<file path="src/rtl/alu_cmd_sequencer_if.sv">
// RX FIFO, ALU operand/result and UART TX signals of alu_cmd_sequencer.
// master = the sequencer, slave = the FIFO/ALU/UART side.
interface alu_cmd_sequencer_if #(
    parameter int N_DATA       = 8,
    parameter int NB_OPERATION = 6
);
    logic [N_DATA-1:0]       i_rx_data;
    logic                    i_rx_empty;
    logic                    o_rx_read;
    logic [N_DATA-1:0]       o_alu_data_a;
    logic [N_DATA-1:0]       o_alu_data_b;
    logic [NB_OPERATION-1:0] o_alu_data_op;
    logic [N_DATA-1:0]       i_alu_data;
    logic [N_DATA-1:0]       o_tx_data;
    logic                    o_tx_start;
    logic                    i_tx_done;
    logic                    o_busy;
    logic [7:0]              o_err_count;

    modport master (
        input  i_rx_data, i_rx_empty, i_alu_data, i_tx_done,
        output o_rx_read, o_alu_data_a, o_alu_data_b, o_alu_data_op,
               o_tx_data, o_tx_start, o_busy, o_err_count
    );

    modport slave (
        output i_rx_data, i_rx_empty, i_alu_data, i_tx_done,
        input  o_rx_read, o_alu_data_a, o_alu_data_b, o_alu_data_op,
               o_tx_data, o_tx_start, o_busy, o_err_count
    );
endinterface

</file>
<file path="src/rtl/alu_cmd_sequencer.sv">
// Framed UART command sequencer: SYNC, A, B, OP [, CHK] -> ALU -> result + status bytes.
// Define ALU_SEQ_CHECKSUM_EN to add the checksum byte (GET_CHK state).
//
// state       | meaning
// IDLE        | pop and discard bytes until SYNC_BYTE
// GET_A/B/OP  | pop operand A, operand B, opcode (inter-byte timeout active)
// GET_CHK     | pop and verify A ^ B ^ OP (checksum builds only)
// EXEC        | wait ALU_LATENCY cycles, capture ALU result
// SEND_RES    | transmit result byte
// SEND_STAT   | transmit status byte
module alu_cmd_sequencer #(
    parameter int                N_DATA         = 8,
    parameter int                NB_OPERATION   = 6,
    parameter logic [N_DATA-1:0] SYNC_BYTE      = 8'hA5,
    parameter int                TIMEOUT_CYCLES = 1000,
    parameter int                ALU_LATENCY    = 1
) (
    input  logic                i_clk,
    input  logic                i_rst,
    alu_cmd_sequencer_if.master bus
);
    localparam int TMO_W = $clog2(TIMEOUT_CYCLES);
    localparam int LAT_W = $clog2(ALU_LATENCY + 1);
    localparam logic [TMO_W-1:0] TMO_LOAD = TMO_W'(TIMEOUT_CYCLES - 1);
    localparam logic [LAT_W-1:0] LAT_LOAD = LAT_W'(ALU_LATENCY);

    typedef enum logic [2:0] {
        S_IDLE      = 3'd0,
        S_GET_A     = 3'd1,
        S_GET_B     = 3'd2,
        S_GET_OP    = 3'd3,
        S_EXEC      = 3'd4,
        S_SEND_RES  = 3'd5,
        S_SEND_STAT = 3'd6
`ifdef ALU_SEQ_CHECKSUM_EN
        , S_GET_CHK = 3'd7
`endif
    } state_t;

    state_t                  state, state_nxt;
    logic [TMO_W-1:0]        tmo_cnt;
    logic [LAT_W-1:0]        lat_cnt;
    logic                    start_q;
    logic [N_DATA-1:0]       alu_a, alu_b, tx_data;
    logic [NB_OPERATION-1:0] alu_op;
    logic [7:0]              err_cnt;
    logic                    in_get, rx_pop, tmo_hit, done_ok, err_inc;
`ifdef ALU_SEQ_CHECKSUM_EN
    logic                    chk_ok;
    assign chk_ok = (bus.i_rx_data == (alu_a ^ alu_b ^ N_DATA'(alu_op)));
`endif

    always_ff @(posedge i_clk) begin
        if (i_rst) state <= S_IDLE;
        else       state <= state_nxt;
    end

    always_comb begin
        state_nxt = state;
        case (state)
            S_IDLE:   if (rx_pop && bus.i_rx_data == SYNC_BYTE) state_nxt = S_GET_A;
            S_GET_A:  if (rx_pop) state_nxt = S_GET_B;  else if (tmo_hit) state_nxt = S_IDLE;
            S_GET_B:  if (rx_pop) state_nxt = S_GET_OP; else if (tmo_hit) state_nxt = S_IDLE;
`ifdef ALU_SEQ_CHECKSUM_EN
            S_GET_OP:  if (rx_pop) state_nxt = S_GET_CHK; else if (tmo_hit) state_nxt = S_IDLE;
            S_GET_CHK: begin
                if (rx_pop)       state_nxt = chk_ok ? S_EXEC : S_SEND_STAT;
                else if (tmo_hit) state_nxt = S_IDLE;
            end
`else
            S_GET_OP:  if (rx_pop) state_nxt = S_EXEC; else if (tmo_hit) state_nxt = S_IDLE;
`endif
            S_EXEC:      if (lat_cnt == '0) state_nxt = S_SEND_RES;
            S_SEND_RES:  if (done_ok) state_nxt = S_SEND_STAT;
            S_SEND_STAT: if (done_ok) state_nxt = S_IDLE;
            default:     state_nxt = S_IDLE;
        endcase
    end

    always_comb begin
        in_get = 1'b0;
        case (state)
            S_GET_A, S_GET_B, S_GET_OP: in_get = 1'b1;
`ifdef ALU_SEQ_CHECKSUM_EN
            S_GET_CHK:                  in_get = 1'b1;
`endif
            default:                    in_get = 1'b0;
        endcase
        rx_pop  = (in_get || state == S_IDLE) && !bus.i_rx_empty && !i_rst;
        tmo_hit = in_get && bus.i_rx_empty && (tmo_cnt == '0);
        // start_q marks the entry cycle; a done pulse there belongs to no byte yet
        done_ok = bus.i_tx_done && !start_q && (state == S_SEND_RES || state == S_SEND_STAT);
        err_inc = tmo_hit;
`ifdef ALU_SEQ_CHECKSUM_EN
        if (state == S_GET_CHK && rx_pop && !chk_ok) err_inc = 1'b1;
`endif
    end

    always_ff @(posedge i_clk) begin
        if (i_rst) begin
            tmo_cnt <= '0;
            lat_cnt <= '0;
            start_q <= 1'b0;
            alu_a   <= '0;
            alu_b   <= '0;
            alu_op  <= '0;
            tx_data <= '0;
            err_cnt <= '0;
        end else begin
            start_q <= (state_nxt != state) &&
                       (state_nxt == S_SEND_RES || state_nxt == S_SEND_STAT);
            if (err_inc && err_cnt != 8'hFF) err_cnt <= err_cnt + 8'd1;
            // inter-byte timer: reloaded outside GET_* and on every accepted byte
            if (!in_get || rx_pop || tmo_hit) tmo_cnt <= TMO_LOAD;
            else                              tmo_cnt <= tmo_cnt - TMO_W'(1);
            case (state)
                S_GET_A: if (rx_pop) alu_a <= bus.i_rx_data;
                S_GET_B: if (rx_pop) alu_b <= bus.i_rx_data;
                S_GET_OP: begin
                    if (rx_pop) begin
                        alu_op  <= bus.i_rx_data[NB_OPERATION-1:0];
                        lat_cnt <= LAT_LOAD;
                    end
                end
`ifdef ALU_SEQ_CHECKSUM_EN
                S_GET_CHK: if (rx_pop && !chk_ok) tx_data <= N_DATA'(1);
`endif
                S_EXEC: begin
                    if (lat_cnt == '0) tx_data <= bus.i_alu_data;
                    else               lat_cnt <= lat_cnt - LAT_W'(1);
                end
                S_SEND_RES: if (done_ok) tx_data <= '0;
                default: ;
            endcase
        end
    end

    assign bus.o_rx_read     = rx_pop;
    assign bus.o_alu_data_a  = alu_a;
    assign bus.o_alu_data_b  = alu_b;
    assign bus.o_alu_data_op = alu_op;
    assign bus.o_tx_data     = tx_data;
    assign bus.o_tx_start    = start_q;
    assign bus.o_busy        = (state != S_IDLE);
    assign bus.o_err_count   = err_cnt;
endmodule

</file>
<file path="src/flat_wrapper.sv">
// flat-port wrapper written by rule: the top's interface ports become plain ports
module alu_cmd_sequencer_flat 
#(
    parameter int                N_DATA         = 8,
    parameter int                NB_OPERATION   = 6,
    parameter logic [N_DATA-1:0] SYNC_BYTE      = 8'hA5,
    parameter int                TIMEOUT_CYCLES = 1000,
    parameter int                ALU_LATENCY    = 1
)
  (i_clk, i_rst, bus_i_rx_data, bus_i_rx_empty, bus_i_alu_data, bus_i_tx_done, bus_o_rx_read, bus_o_alu_data_a, bus_o_alu_data_b, bus_o_alu_data_op, bus_o_tx_data, bus_o_tx_start, bus_o_busy, bus_o_err_count);
  alu_cmd_sequencer_if #(.N_DATA(N_DATA), .NB_OPERATION(NB_OPERATION)) bus_i ();
  input  logic i_clk;
  input  logic i_rst;
  input wire logic [$bits(bus_i.i_rx_data)-1:0] bus_i_rx_data;
  input wire logic [$bits(bus_i.i_rx_empty)-1:0] bus_i_rx_empty;
  input wire logic [$bits(bus_i.i_alu_data)-1:0] bus_i_alu_data;
  input wire logic [$bits(bus_i.i_tx_done)-1:0] bus_i_tx_done;
  output wire logic [$bits(bus_i.o_rx_read)-1:0] bus_o_rx_read;
  output wire logic [$bits(bus_i.o_alu_data_a)-1:0] bus_o_alu_data_a;
  output wire logic [$bits(bus_i.o_alu_data_b)-1:0] bus_o_alu_data_b;
  output wire logic [$bits(bus_i.o_alu_data_op)-1:0] bus_o_alu_data_op;
  output wire logic [$bits(bus_i.o_tx_data)-1:0] bus_o_tx_data;
  output wire logic [$bits(bus_i.o_tx_start)-1:0] bus_o_tx_start;
  output wire logic [$bits(bus_i.o_busy)-1:0] bus_o_busy;
  output wire logic [$bits(bus_i.o_err_count)-1:0] bus_o_err_count;
  assign bus_i.i_rx_data = bus_i_rx_data;
  assign bus_i.i_rx_empty = bus_i_rx_empty;
  assign bus_i.i_alu_data = bus_i_alu_data;
  assign bus_i.i_tx_done = bus_i_tx_done;
  assign bus_o_rx_read = bus_i.o_rx_read;
  assign bus_o_alu_data_a = bus_i.o_alu_data_a;
  assign bus_o_alu_data_b = bus_i.o_alu_data_b;
  assign bus_o_alu_data_op = bus_i.o_alu_data_op;
  assign bus_o_tx_data = bus_i.o_tx_data;
  assign bus_o_tx_start = bus_i.o_tx_start;
  assign bus_o_busy = bus_i.o_busy;
  assign bus_o_err_count = bus_i.o_err_count;
  alu_cmd_sequencer #(.N_DATA(N_DATA), .NB_OPERATION(NB_OPERATION), .SYNC_BYTE(SYNC_BYTE), .TIMEOUT_CYCLES(TIMEOUT_CYCLES), .ALU_LATENCY(ALU_LATENCY)) u_core (.i_clk(i_clk), .i_rst(i_rst), .bus(bus_i));
endmodule
</file>
<file path="config.mk">
export PLATFORM = sky130hd
export DESIGN_NAME = alu_cmd_sequencer_flat
export DESIGN_NICKNAME = d
export VERILOG_FILES = /design/src/rtl/alu_cmd_sequencer_if.sv /design/src/rtl/alu_cmd_sequencer.sv /design/src/flat_wrapper.sv
export SDC_FILE = /design/constraint.sdc
export NUM_CORES = 1
export LEC_CHECK = 0
export BUFFER_PORTS_ARGS = -buffer_cell sky130_fd_sc_hd__buf_4
export CAP_MARGIN = 10
export CORE_MARGIN = 5
export CORE_UTILIZATION = 56
export CTS_CLUSTER_DIAMETER = 120
export DETAILED_ROUTE_END_ITERATION = 7
export MAX_ROUTING_LAYER = met4
export PLACE_DENSITY = 0.85
export SYNTH_ARGS = -nofsm -noshare
export SYNTH_HDL_FRONTEND = slang
export SYNTH_SLANG_ARGS = --single-unit
export TNS_END_PERCENT = 1
</file>
<file path="constraint.sdc">
create_clock -name i_clk -period 2.5 [get_ports i_clk]
set_clock_uncertainty 0.05 [all_clocks]
set_input_delay 0.125 -clock i_clk [delete_from_list [all_inputs] [get_ports i_clk]]
set_output_delay 0.125 -clock i_clk [all_outputs]
set_load 0.05 [all_outputs]
</file>
---- Yosys cells after proc, flatten, opt, wreduce, memory -nomap -nowiden ----
Index checks and enable logic that the tools add are counted.
storage, ports and cells
  bits of input ports ..................... 20
  output and inout port bits .............. 41
  register bits ........................... 53
  word-level logic and storage cells ...... 74
cells by class
  add/sub/neg operators ................... 3
  equal/unequal tests ..................... 14
  reductions and logical operators ........ 30
  muxes and demuxes ....................... 17
operators with widths
  cell                                                                   count
  3-bit two-way mux                                                      8
  3-bit one-hot mux with 7 select lines                                  1
  8-bit two-way mux                                                      2
  8-bit one-hot mux with 2 select lines                                  1
  3-bit == test (second input constant)                                  5
  10-bit logical NOT                                                     1
  10-bit two-way mux                                                     1
  10-bit by 1-bit subtractor with 10-bit output (second input constant)  1
  1-bit logical AND                                                      9
  8-bit by 1-bit adder with 8-bit output (second input constant)         1
  8-bit == test (second input constant)                                  1
  8-bit != test (second input constant)                                  1
  2-bit AND reduction                                                    4
  3-bit by 2-bit == test with 1-bit output (second input constant)       2
  1-bit logical OR                                                       5
  1-bit logical NOT                                                      4
  2-bit by 1-bit != test with 1-bit output (second input constant)       2
  2-bit nonzero test                                                     2
  3-bit by 1-bit == test with 1-bit output (second input constant)       1
  3-bit logical NOT                                                      1
  1-bit two-way mux                                                      3
  3-bit != test                                                          1
  3-bit AND reduction                                                    1
  3-bit nonzero test                                                     1
  5 further kinds                                                        5

---- Longest topological paths before layout ----
Gate-level depths: netlist of run 1.
  word-level depth ........................ 12
  depth in mapped cells ................... 7
  gate-level depth less buffers ........... 6

---- Least setup slack after synthesis of run 1 ----
No wires, ideal clock.
  kind .................................... flip-flop to flip-flop
  start ................................... reg u_core.state[2]
  end ..................................... reg u_core.alu_b[0] (netlist: u_core.bus.o_alu_data_b[0])
  cell stages (with the launch flop) ...... 6
  clock period less this slack ............ 1940 ps
  data required time ...................... 2318 ps
  setup slack ............................. 560 ps
  path buffers ............................ 1
  arrival time ............................ 1758 ps
  setup time .............................. 132 ps
  cells stage by stage .................... dfxtp_1 > nor3_2 > clkbuf_1 > nand2_1 > nand2_1 > a21oi_1
between the ends
  word-level cells in the longest chain between the ends .. 7
  elaborated cells between the ends (all ways) .. 10
  those cells by class .................... eq/ne: 3; mux: 1; reduce/logical: 6
RTL lines
  element                                                                                                      line                      text
  from (decl)                                                                                                  alu_cmd_sequencer.sv:40   state_t state, state_nxt;
  from (signal assigned)                                                                                       alu_cmd_sequencer.sv:55   else state <= state_nxt;
  3-bit by 1-bit == test with 1-bit output / 3-bit by 2-bit == test with 1-bit output (equally long branches)  alu_cmd_sequencer.sv:82   case (state)
  3-bit OR reduction                                                                                           alu_cmd_sequencer.sv:82
  1-bit two-way mux                                                                                            alu_cmd_sequencer.sv:82
  1-bit logical OR (*)                                                                                         alu_cmd_sequencer.sv:89   rx_pop = (in_get || state == S_IDLE) && !bus.i_rx_empty && !i_rst;
  1-bit logical AND (*) (2 in a row)                                                                           alu_cmd_sequencer.sv:89
  net bus_o_rx_read                                                                                            flat_wrapper.sv:18        output wire logic [$bits(bus_i.o_rx_read)-1:0] bus_o_rx_read;
  2-bit AND reduction (no line) (*)                                                                            --
  to (signal assigned)                                                                                         alu_cmd_sequencer.sv:118  S_GET_B: if (rx_pop) alu_b <= bus.i_rx_data;
  to (decl)                                                                                                    alu_cmd_sequencer.sv:44   logic [N_DATA-1:0] alu_a, alu_b, tx_data;
The timed path passes the listed nets; every way through them passes the cells marked *.
A chain may end at the register's enable or synchronous reset.

---- Worst setup path after layout of run 1 ----
  start ................................... reg u_core.tmo_cnt[0]
  end ..................................... reg u_core.err_cnt[4] (netlist: u_core.bus.o_err_count[4])
between the ends
  word-level cells in the longest chain between the ends .. 3
RTL lines
  element                 line                      text
  from (decl)             alu_cmd_sequencer.sv:41   logic [TMO_W-1:0] tmo_cnt;
  from (signal assigned)  alu_cmd_sequencer.sv:115  else tmo_cnt <= tmo_cnt - TMO_W'(1);
  10-bit logical NOT      alu_cmd_sequencer.sv:90   tmo_hit = in_get && bus.i_rx_empty && (tmo_cnt == '0);
  1-bit logical AND       alu_cmd_sequencer.sv:90
  1-bit logical AND       alu_cmd_sequencer.sv:112  if (err_inc && err_cnt != 8'hFF) err_cnt <= err_cnt + 8'd1;
  to (signal assigned)    alu_cmd_sequencer.sv:112
  to (decl)               alu_cmd_sequencer.sv:46   logic [7:0] err_cnt;
Every way passes these cells.

==> out/results.ini, run 1 <==
[floorplan]
die_w_um = 75.17
initial_core_util = 0.5862
io_pins = 61
rows = 23
coreArea_um2 = 4058
die_y_um = 75.17
dieArea_um2 = 5651

[sta]
fmax_ghz = 0.5042
slew_headroom = 0.5848
drv_slew = 0
finalCriticalPeriod_ps = 1983
period_share = 0.7933
tightestPinTransition_ps = 621.5
setup_viol = 0
tns_ps = 0
rsz0062_at_grt = no
finalHoldViolations = 0

[critical_path]
cp-start-kind = flip-flop
ff2ff_path_depth = 6
critPathKind = flip-flop to flip-flop
end_kind = flip-flop
path_cells = inv_1, ha_1, and4bb_2, nand4_1, or4_1, a21oi_1
crit_required_ps = 2690
worst-path-max-fanout = 11
arrival_ps = 2170
r2r_slack_ps = 520
cp_top_family = simple AND/OR/NAND/NOR gates
slowest_stage = or4_1
worst-path-stages = 6
critPathBufInv = 1
crit_path_max_incr_delay_ps = 580

[grt]
grt_max_degree = 56
grt_usage = 0.2055
antenna_found_initial = 0
grt.overflow.total = 0
grt_pass1_vias = 1910
grt_pass1_wl_um = 8776

[routing]
drt_wl_total_um = 5281
dr.pass1.iters = 4
ant_nets = 0
vias = 2062
drt-wirelength-per-cell_um = 14.39
drc_errors = 0
routed_via_density = 5.619
drt_iter0_drc = 122

[yosys]
synth.net_count = 286
ys_types = 43
synth_ff_type = dfxtp_1
yosys_warnings = 0
syn_area_um2 = 2379
synth-edff-count = 0
synth_seq_cells = 53
synth_top_area_frac = 0.4461
yosysMostFrequentCell = dfxtp_1
synthTopCellsByCount = dfxtp_1, nor2_1, a21oi_1
ys_top_cells_by_area = dfxtp_1, mux2i_1, a21oi_1
async_flop_share = 0
yosysSeqAreaShare = 0.4461
syn_area_per_cell_um2 = 9.044
yosys.area.top_type = dfxtp_1
postSynthCellCount = 263

[clock_network]
clk_latency_ps = 310
clock-sinks = 53
cts_tree = yes
cts_buffer_depth = 2
path_clk_slew_ps = 100
cts_made_buffers = 5
root_buffer = clkbuf_8
post_cts_buffers = 0
cts_resized = 0
h-tree-depth = 2
hold_buffers = 0

[place]
dpl_cell_area_um2 = 2840
place.gp.congestion = 0.8352
dp_hpwl_um = 3776
portBuffers = 60

[pwr]
p_per_area_nw_per_um2 = 487.0
leakagePower_uw = 0.001205
vdd_ir_drop_max_mv = 0.3327

[cells_and_area]
fin_nets = 339
antenna_cells = 0
area_growth_pct = 23.20
postLayoutCellArea_um2 = 2930
drive_gt1_frac = 0.2461

[hold_path]
min_path_type = input pin to flip-flop
min_path_cells = 3

[flow_run]
maxCapViolCount = 0

[status]
outcome = completed

-- path summary, 6_finish.rpt --
check                                  start                          to
hold reg to reg   u_core.bus.o_alu_data_b[5]  u_core.bus.o_alu_data_b[5]
hold / removal              bus_i_rx_data[7]  u_core.bus.o_alu_data_a[7]
setup / recovery           u_core.tmo_cnt[0]   u_core.bus.o_err_count[4]
setup reg to reg           u_core.tmo_cnt[0]   u_core.bus.o_err_count[4]
-- per-stage QoR --
step                      cells    util  setup slack (ps)  power, µW  hold WS, ps
after floorplan             263       -             560.1      922.8        218.9
after global routing        367  0.7222             343.5       1488        31.79
after global placement      359  0.7000             616.6      961.8        339.4
after CTS                   367  0.7222             508.7       1439        16.14
after detailed placement    359  0.7000             545.2      963.0        346.4
final                       367  0.7222             516.7       1427        16.95
-- kinds of logic after synthesis --
logic type | after synthesis | synth area share
XOR/XNOR | 6 | 0.02209
multiplexers | 22 | 0.09258
adder cells (fa/ha/maj) | 3 | 0.01578
AO/OA/AOI/OAI | 50 | 0.1341
AND/OR/NAND/NOR | 109 | 0.2551
buffers and inverters | 20 | 0.03419
flip-flops | 53 | 0.4461
-- flip-flops by register name, indices dropped and copies added, names as in the netlist --
name                      count
u_core.bus.o_tx_start         1
u_core.bus.o_alu_data_a       8
u_core.state                  3
u_core.bus.o_tx_data          8
u_core.bus.o_alu_data_op      6
u_core.bus.o_err_count        8
u_core.lat_cnt                1
u_core.bus.o_alu_data_b       8
u_core.tmo_cnt               10
-- routing by layer --
metal | vias to the layer above | share of wire | GRT usage
met5 | - | 0 | -
met4 | 0 | 0.010 | 0.06990
met3 | 6 | 0.063 | 0.04406
met2 | 40 | 0.48 | 0.3298
met1 | 977 | 0.44 | 0.2568
li1 | 1039 | - | -
-- worst reg2reg max path: cells and delay by family, from the launching register on --
| kind | cells | cell delay, ps |
|---|---|---|
| AO/OA/AOI/OAI | 1 | 150 |
| adder cells (fa/ha/maj) | 1 | 130 |
| buffers and inverters | 1 | 90 |
| flip-flops | 1 | 340 |
| AND/OR/NAND/NOR | 3 | 1160 |
-- cells in the final DEF (no fill, tap or decap), types with 2 or more instances in the layout --
| cell | count |
|---|---|
| buf_4 | 62 |
| dfxtp_1 | 53 |
| nor2_1 | 29 |
| a21oi_1 | 28 |
| mux2i_1 | 22 |
| nand3_1 | 17 |
| nand2_1 | 14 |
| and2_1 | 10 |
| o31ai_1 | 7 |
| or4_1 | 5 |
| xor2_1 | 5 |
| clkbuf_8 | 5 |
| inv_1 | 4 |
| or3_1 | 4 |
| nor3_1 | 4 |
| nand2b_1 | 4 |
| o21ai_0 | 4 |
| and3_1 | 3 |
| nor2b_1 | 3 |
| ha_1 | 3 |
| and4_1 | 2 |
| a31oi_1 | 2 |
| nor3b_1 | 2 |
| nand4_1 | 2 |
| nor4bb_1 | 2 |
-- final cells by class --
| class | instances | area [µm²] |
|---|---|---|
| Multi-Input combinational cell | 190 | 1236 |
| Clock buffer | 5 | 68.82 |
| Clock inverter | 3 | 21.27 |
| Timing Repair Buffer | 62 | 465.4 |
| Tap cell | 50 | 62.56 |
| Fill cell | 316 | 1127 |
| Sequential cell | 53 | 1061 |
| Inverter | 4 | 15.01 |
-- report_power, final --
group | total (µW) | internal, µW | switching [µW]
combinational | 84.8 | 38.4 | 46.4
clock | 483 | 199 | 284
sequential | 859 | 851 | 8.46
Note: power is estimated with default switching activity, not from simulation.
==> run 2: changes to the inputs <==
--- a/config.mk
+++ b/config.mk
@@ -8,11 +8,11 @@
 export BUFFER_PORTS_ARGS = -buffer_cell sky130_fd_sc_hd__buf_4
 export CAP_MARGIN = 10
 export CORE_MARGIN = 5
-export CORE_UTILIZATION = 56
+export CORE_UTILIZATION = 52
 export CTS_CLUSTER_DIAMETER = 120
 export DETAILED_ROUTE_END_ITERATION = 7
 export MAX_ROUTING_LAYER = met4
-export PLACE_DENSITY = 0.85
+export PLACE_DENSITY = 0.8
 export SYNTH_ARGS = -nofsm -noshare
 export SYNTH_HDL_FRONTEND = slang
 export SYNTH_SLANG_ARGS = --single-unit
==> constraint.sdc (replaced) <==
create_clock -name i_clk -period 2 [get_ports i_clk]
set_clock_uncertainty 0.05 [all_clocks]
set_input_delay 0.1 -clock i_clk [delete_from_list [all_inputs] [get_ports i_clk]]
set_output_delay 0.1 -clock i_clk [all_outputs]
set_load 0.05 [all_outputs]
==> run 2 against run 1 <==
Sequential cell count unchanged. Critical endpoint is now u_core.bus.o_err_count[7]. Final cell count rose by 1.6%. Core utilization shrank 4.6 points. Register-to-register slack worse by 340 ps. Combinational power grew 30%. Die area increased by 6.7%. Clock power increased by 12%. Setup slack worse by 340 ps. Sequential power is 25% higher.
==> out/results.ini, run 2 (synthesis results as in run 1) <==
[cells_and_area]
multiInputGateArea_um2 = 1236
antenna_cells = 0
regMostFlops = u_core.tmo_cnt
nFillCells = 372
fin_nets = 345
area_growth_pct = 24.62
drive_gt1_frac = 0.2523
largest_register_ffs = 10
final_cell_mix = buf_4, dfxtp_1, nor2_1, a21oi_1, mux2i_1
mostFrequentLayoutCell = buf_4
register_area_um2 = 1061

[routing]
drt_wl_total_um = 5303
ant_nets = 0
drc_errors = 0
drt_iter0_drc = 102
routed_via_density = 5.598
vias = 2088
dr.pass1.iters = 5
drt-wirelength-per-cell_um = 14.22

[clock_network]
clk_latency_ps = 300
cts_made_buffers = 5
clock-sinks = 53
root_buffer = clkbuf_8
post_cts_buffers = 0
cts_buffer_depth = 2
h-tree-depth = 2
cts_resized = 0
cts_tree = yes
hold_buffers = 1
path_clk_slew_ps = 90

[critical_path]
worst-path-max-fanout = 8
cp-start-kind = flip-flop
arrival_ps = 2000
crit_required_ps = 2180
end_kind = flip-flop
critPathKind = flip-flop to flip-flop

[pwr]
power.internal_uw = 1345
comb_power_share = 0.064
p_per_area_nw_per_um2 = 582.3
seqPwrFrac = 0.622
leakagePower_uw = 0.001230
vdd_ir_drop_max_mv = 0.3830
switching_power_uw = 381.3
p_total_uw = 1726
clockPowerShare = 0.314
power.share.switching = 0.2209

[floorplan]
rows = 24
die_y_um = 77.63
coreArea_um2 = 4384
io_pins = 61
die_w_um = 77.63
initial_core_util = 0.5425
dieArea_um2 = 6026

[place]
dp_hpwl_um = 3952
place.gp.congestion = 0.8509
portBuffers = 60

[hold_path]
min_path_type = input pin to flip-flop

[sta]
rsz0062_at_grt = no
finalHoldViolations = 0
fmax_ghz = 0.5489
tns_ps = 0
setup_viol = 0
slew_headroom = 0.6039
period_share = 0.9109
tightestPinTransition_ps = 588.8
drv_slew = 0
finalCriticalPeriod_ps = 1822

[grt]
grt_max_degree = 49
grt_busiest_layer = met2
grt.overflow.total = 0
antenna_found_initial = 0
grt_pass1_wl_um = 9204
grt_usage = 0.1857
grt_pass1_vias = 2072
met1_usage = 0.2296
grt.met2_usage = 0.2980
grtUsageMet3 = 0.04861

[flow_run]
maxCapViolCount = 0

[status]
outcome = completed

run 2: path summary, 6_finish.rpt:
kind                                            startpoint                    endpoint  slack [ps]  depth (start not counted)
worst max-delay path                     u_core.tmo_cnt[0]   u_core.bus.o_err_count[7]         180                          7
worst min-delay path                      bus_i_rx_data[2]  u_core.bus.o_alu_data_a[2]          10                          3
worst max register to register           u_core.tmo_cnt[0]   u_core.bus.o_err_count[7]         180                          7
worst min register to register  u_core.bus.o_alu_data_b[2]  u_core.bus.o_alu_data_b[2]         410                          2
run 2: critical path: stages (launching register included):
cell	delay (ps)
dfxtp_1	340
inv_1	90
ha_1	150
and4bb_2	260
nand4_1	170
buf_4	210
or3_1	340
a21oi_1	130
run 2: area by class of cell:
cell class	count	area share
Inverter	4	0.005065
Tap cell	52	0.02195
Clock buffer	5	0.02322
Multi-Input combinational cell	190	0.4171
Sequential cell	53	0.3580
Clock inverter	1	0.001688
Timing Repair Buffer	68	0.1731
run 2: stage by stage:
step	std cells	hold WS [ps]	utilization	setup slack [ps]	area, µm²
after global routing	373	12.66	0.6761	5.753	2964
final	373	12.29	0.6761	178.1	2964
after CTS	373	5.978	0.6761	170.3	2964
after detailed placement	366	294.7	0.6570	183.8	2880
after floorplan	263	193.9	-	60.06	2379
after global placement	366	291.0	0.6570	286.0	2880
run 2: power by group through the flow:
stage                     Clock, µW  Combinational (µW)  Sequential, µW
after floorplan                   0                57.3            1100
after global placement            0                 107            1100
after detailed placement          0                 108            1100
after CTS                       560                 110            1070
after global routing            599                 122            1080
final                           542                 110            1070
run 2: layer usage:
layer,vias to the layer above,share of wire
met5,-,0
met4,0,0.010
met3,6,0.059
met2,57,0.48
met1,968,0.45
li1,1057,-
==> run 3: changes to the inputs <==
--- a/config.mk
+++ b/config.mk
@@ -12,7 +12,7 @@
 export CTS_CLUSTER_DIAMETER = 120
 export DETAILED_ROUTE_END_ITERATION = 7
 export MAX_ROUTING_LAYER = met4
-export PLACE_DENSITY = 0.8
+export PLACE_DENSITY = 0.77
 export SYNTH_ARGS = -nofsm -noshare
 export SYNTH_HDL_FRONTEND = slang
 export SYNTH_SLANG_ARGS = --single-unit
==> run 3 against run 2 <==
Worst hold slack worse by 3.6 ps. Largest power group unchanged. Sequential cell count unchanged. Largest cell class unchanged. First-iteration DRC count up 8.8%. Sequential share of layout area fell by 0.68 points. Clock power increased by 35%. Maximum frequency rose by 3.0%. Die area is the same. Power is 11% higher. Count of clock-buffer cells in the layout increased by 2. Final cell count is 1.1% higher. Wire length shrank 2.6%.
==> out/results.ini, run 3 (synthesis results as in run 1) <==
[sta]
setup_viol = 0
rsz0062_at_grt = no
period_share = 0.8844
timing.hold.ws_ps = 8.680
tns_ps = 0
slew_headroom = 0.6131
drv_slew = 0
tightestPinTransition_ps = 575.1
fmax_ghz = 0.5654
finalCriticalPeriod_ps = 1769
finalHoldViolations = 0

[pwr]
p_per_area_nw_per_um2 = 633.8
p_total_uw = 1915
comb_power_share = 0.058
seqPwrFrac = 0.561
clockPowerShare = 0.382
power.share.switching = 0.2049
switching_power_uw = 392.3
leakagePower_uw = 0.001257
vdd_ir_drop_max_mv = 0.3096
power.internal_uw = 1523

[hold_path]
min_path_type = input pin to flip-flop
min_from = bus_i_rx_data[2]
min_path_cells = 3
whs_endpoint = u_core.bus.o_alu_data_a[2]

[grt]
antenna_found_initial = 0
grt.overflow.total = 0
grt_max_degree = 29
grt_pass1_vias = 1982
grt_pass1_wl_um = 8783
grt_usage = 0.1765

[clock_network]
cts_buffer_depth = 2
root_buffer = clkbuf_8
path_clk_slew_ps = 90
cts_tree = yes
h-tree-depth = 2
post_cts_buffers = 0
clk_latency_ps = 300
cts_made_buffers = 5
clock-sinks = 53

[place]
place.gp.congestion = 0.8215
portBuffers = 60
dp_hpwl_um = 3843
dpl_cell_area_um2 = 2895

[floorplan]
dieArea_um2 = 6026
initial_core_util = 0.5425
die_w_um = 77.63
die_y_um = 77.63
io_pins = 61
coreArea_um2 = 4384
rows = 24

[routing]
drc_errors = 0
dr.pass1.iters = 4
drt_wl_total_um = 5165
routed_via_density = 5.451
drt_iter0_drc = 111
drt-wirelength-per-cell_um = 13.70
vias = 2055
ant_nets = 0

[cells_and_area]
mostFrequentLayoutCell = buf_4
area_growth_pct = 27.04
largest_register_ffs = 10
antenna_cells = 0
fin_nets = 347
drive_gt1_frac = 0.2585
postLayoutCellArea_um2 = 3022
final_cell_mix = buf_4, dfxtp_1, nor2_1, a21oi_1, mux2i_1
regMostFlops = u_core.tmo_cnt

[critical_path]
critPathKind = flip-flop to flip-flop
arrival_ps = 1950
end_kind = flip-flop
r2r_end = u_core.bus.o_err_count[1]
r2r_slack_ps = 230
timing.rr.start = u_core.tmo_cnt[0]
crit_required_ps = 2190
worst-path-max-fanout = 10
cp-start-kind = flip-flop
ff2ff_path_depth = 7

[status]
outcome = completed

[flow_run]
maxCapViolCount = 0

-- run 3: cell types whose count changed in the layout (fill, tap and decap cells not counted), sizes merged --
cell | previous run | this run
buf | 67 | 69
clkbuf | 5 | 7
clkinv | 1 | 0
bufinv | 0 | 1
-- run 3: metrics by stage --
step / setup WS, ps / util / instances
after floorplan: 60.06 / - / 263
final: 231.3 / 0.6892 / 377
after CTS: 209.7 / 0.6892 / 377
after detailed placement: 250.8 / 0.6604 / 368
after global placement: 317.1 / 0.6604 / 368
after global routing: 122.0 / 0.6892 / 377
-- run 3: critical path, cell delays in order (launching register included) --
cell	delay [ps]
dfxtp_1	340
inv_1	90
ha_1	140
and4bb_2	270
nand4_1	130
buf_4	200
or3b_1	340
a21oi_1	150
-- run 3: layout make-up --
| type | count | area, µm² |
|---|---|---|
| fillers | 374 | 1363 |
| multi-input cells | 190 | 1236 |
| flip-flops and latches | 53 | 1061 |
| repair buffers | 70 | 528.0 |
| clock buffers | 7 | 86.33 |
| well taps | 52 | 65.06 |
| clock inverters | 1 | 30.03 |
| inverters | 4 | 15.01 |
-- run 3: power by group through the flow --
stage               Clock, µW  Sequential, µW  Combinational [µW]
floorplan                   0            1100                57.3
global placement            0            1100                 108
detailed placement          0            1100                 109
CTS                       753            1070                 111
global route              793            1080                 121
finish                    731            1070                 110
-- run 3: what timing repair did --
action                    4_1_cts  5_1_grt
resized for setup               0        0
hold endpoints to repair        1        0
hold buffers                    1        0
-- run 3: worst max path at each step --
stage / startpoint / end / slack, ps
6_report: u_core.tmo_cnt[0] / u_core.bus.o_err_count[1] / 230
5_1_grt: u_core.tmo_cnt[0] / u_core.bus.o_err_count[1] / 120
4_1_cts: u_core.tmo_cnt[0] / u_core.bus.o_err_count[1] / 210
3_5_place_dp: u_core.tmo_cnt[0] / u_core.bus.o_err_count[1] / 250
3_3_place_gp: u_core.tmo_cnt[0] / u_core.bus.o_err_count[1] / 320
2_1_floorplan: u_core.state[2] / u_core.bus.o_alu_data_b[0] / 60
-- run 3: metal layers --
layer,global-route usage,up-vias,share of wire
met2,0.2880,47,0.47
met3,0.04977,9,0.065
met5,-,-,0
met1,0.2121,943,0.45
li1,-,1056,-
met4,0.04983,0,0.015
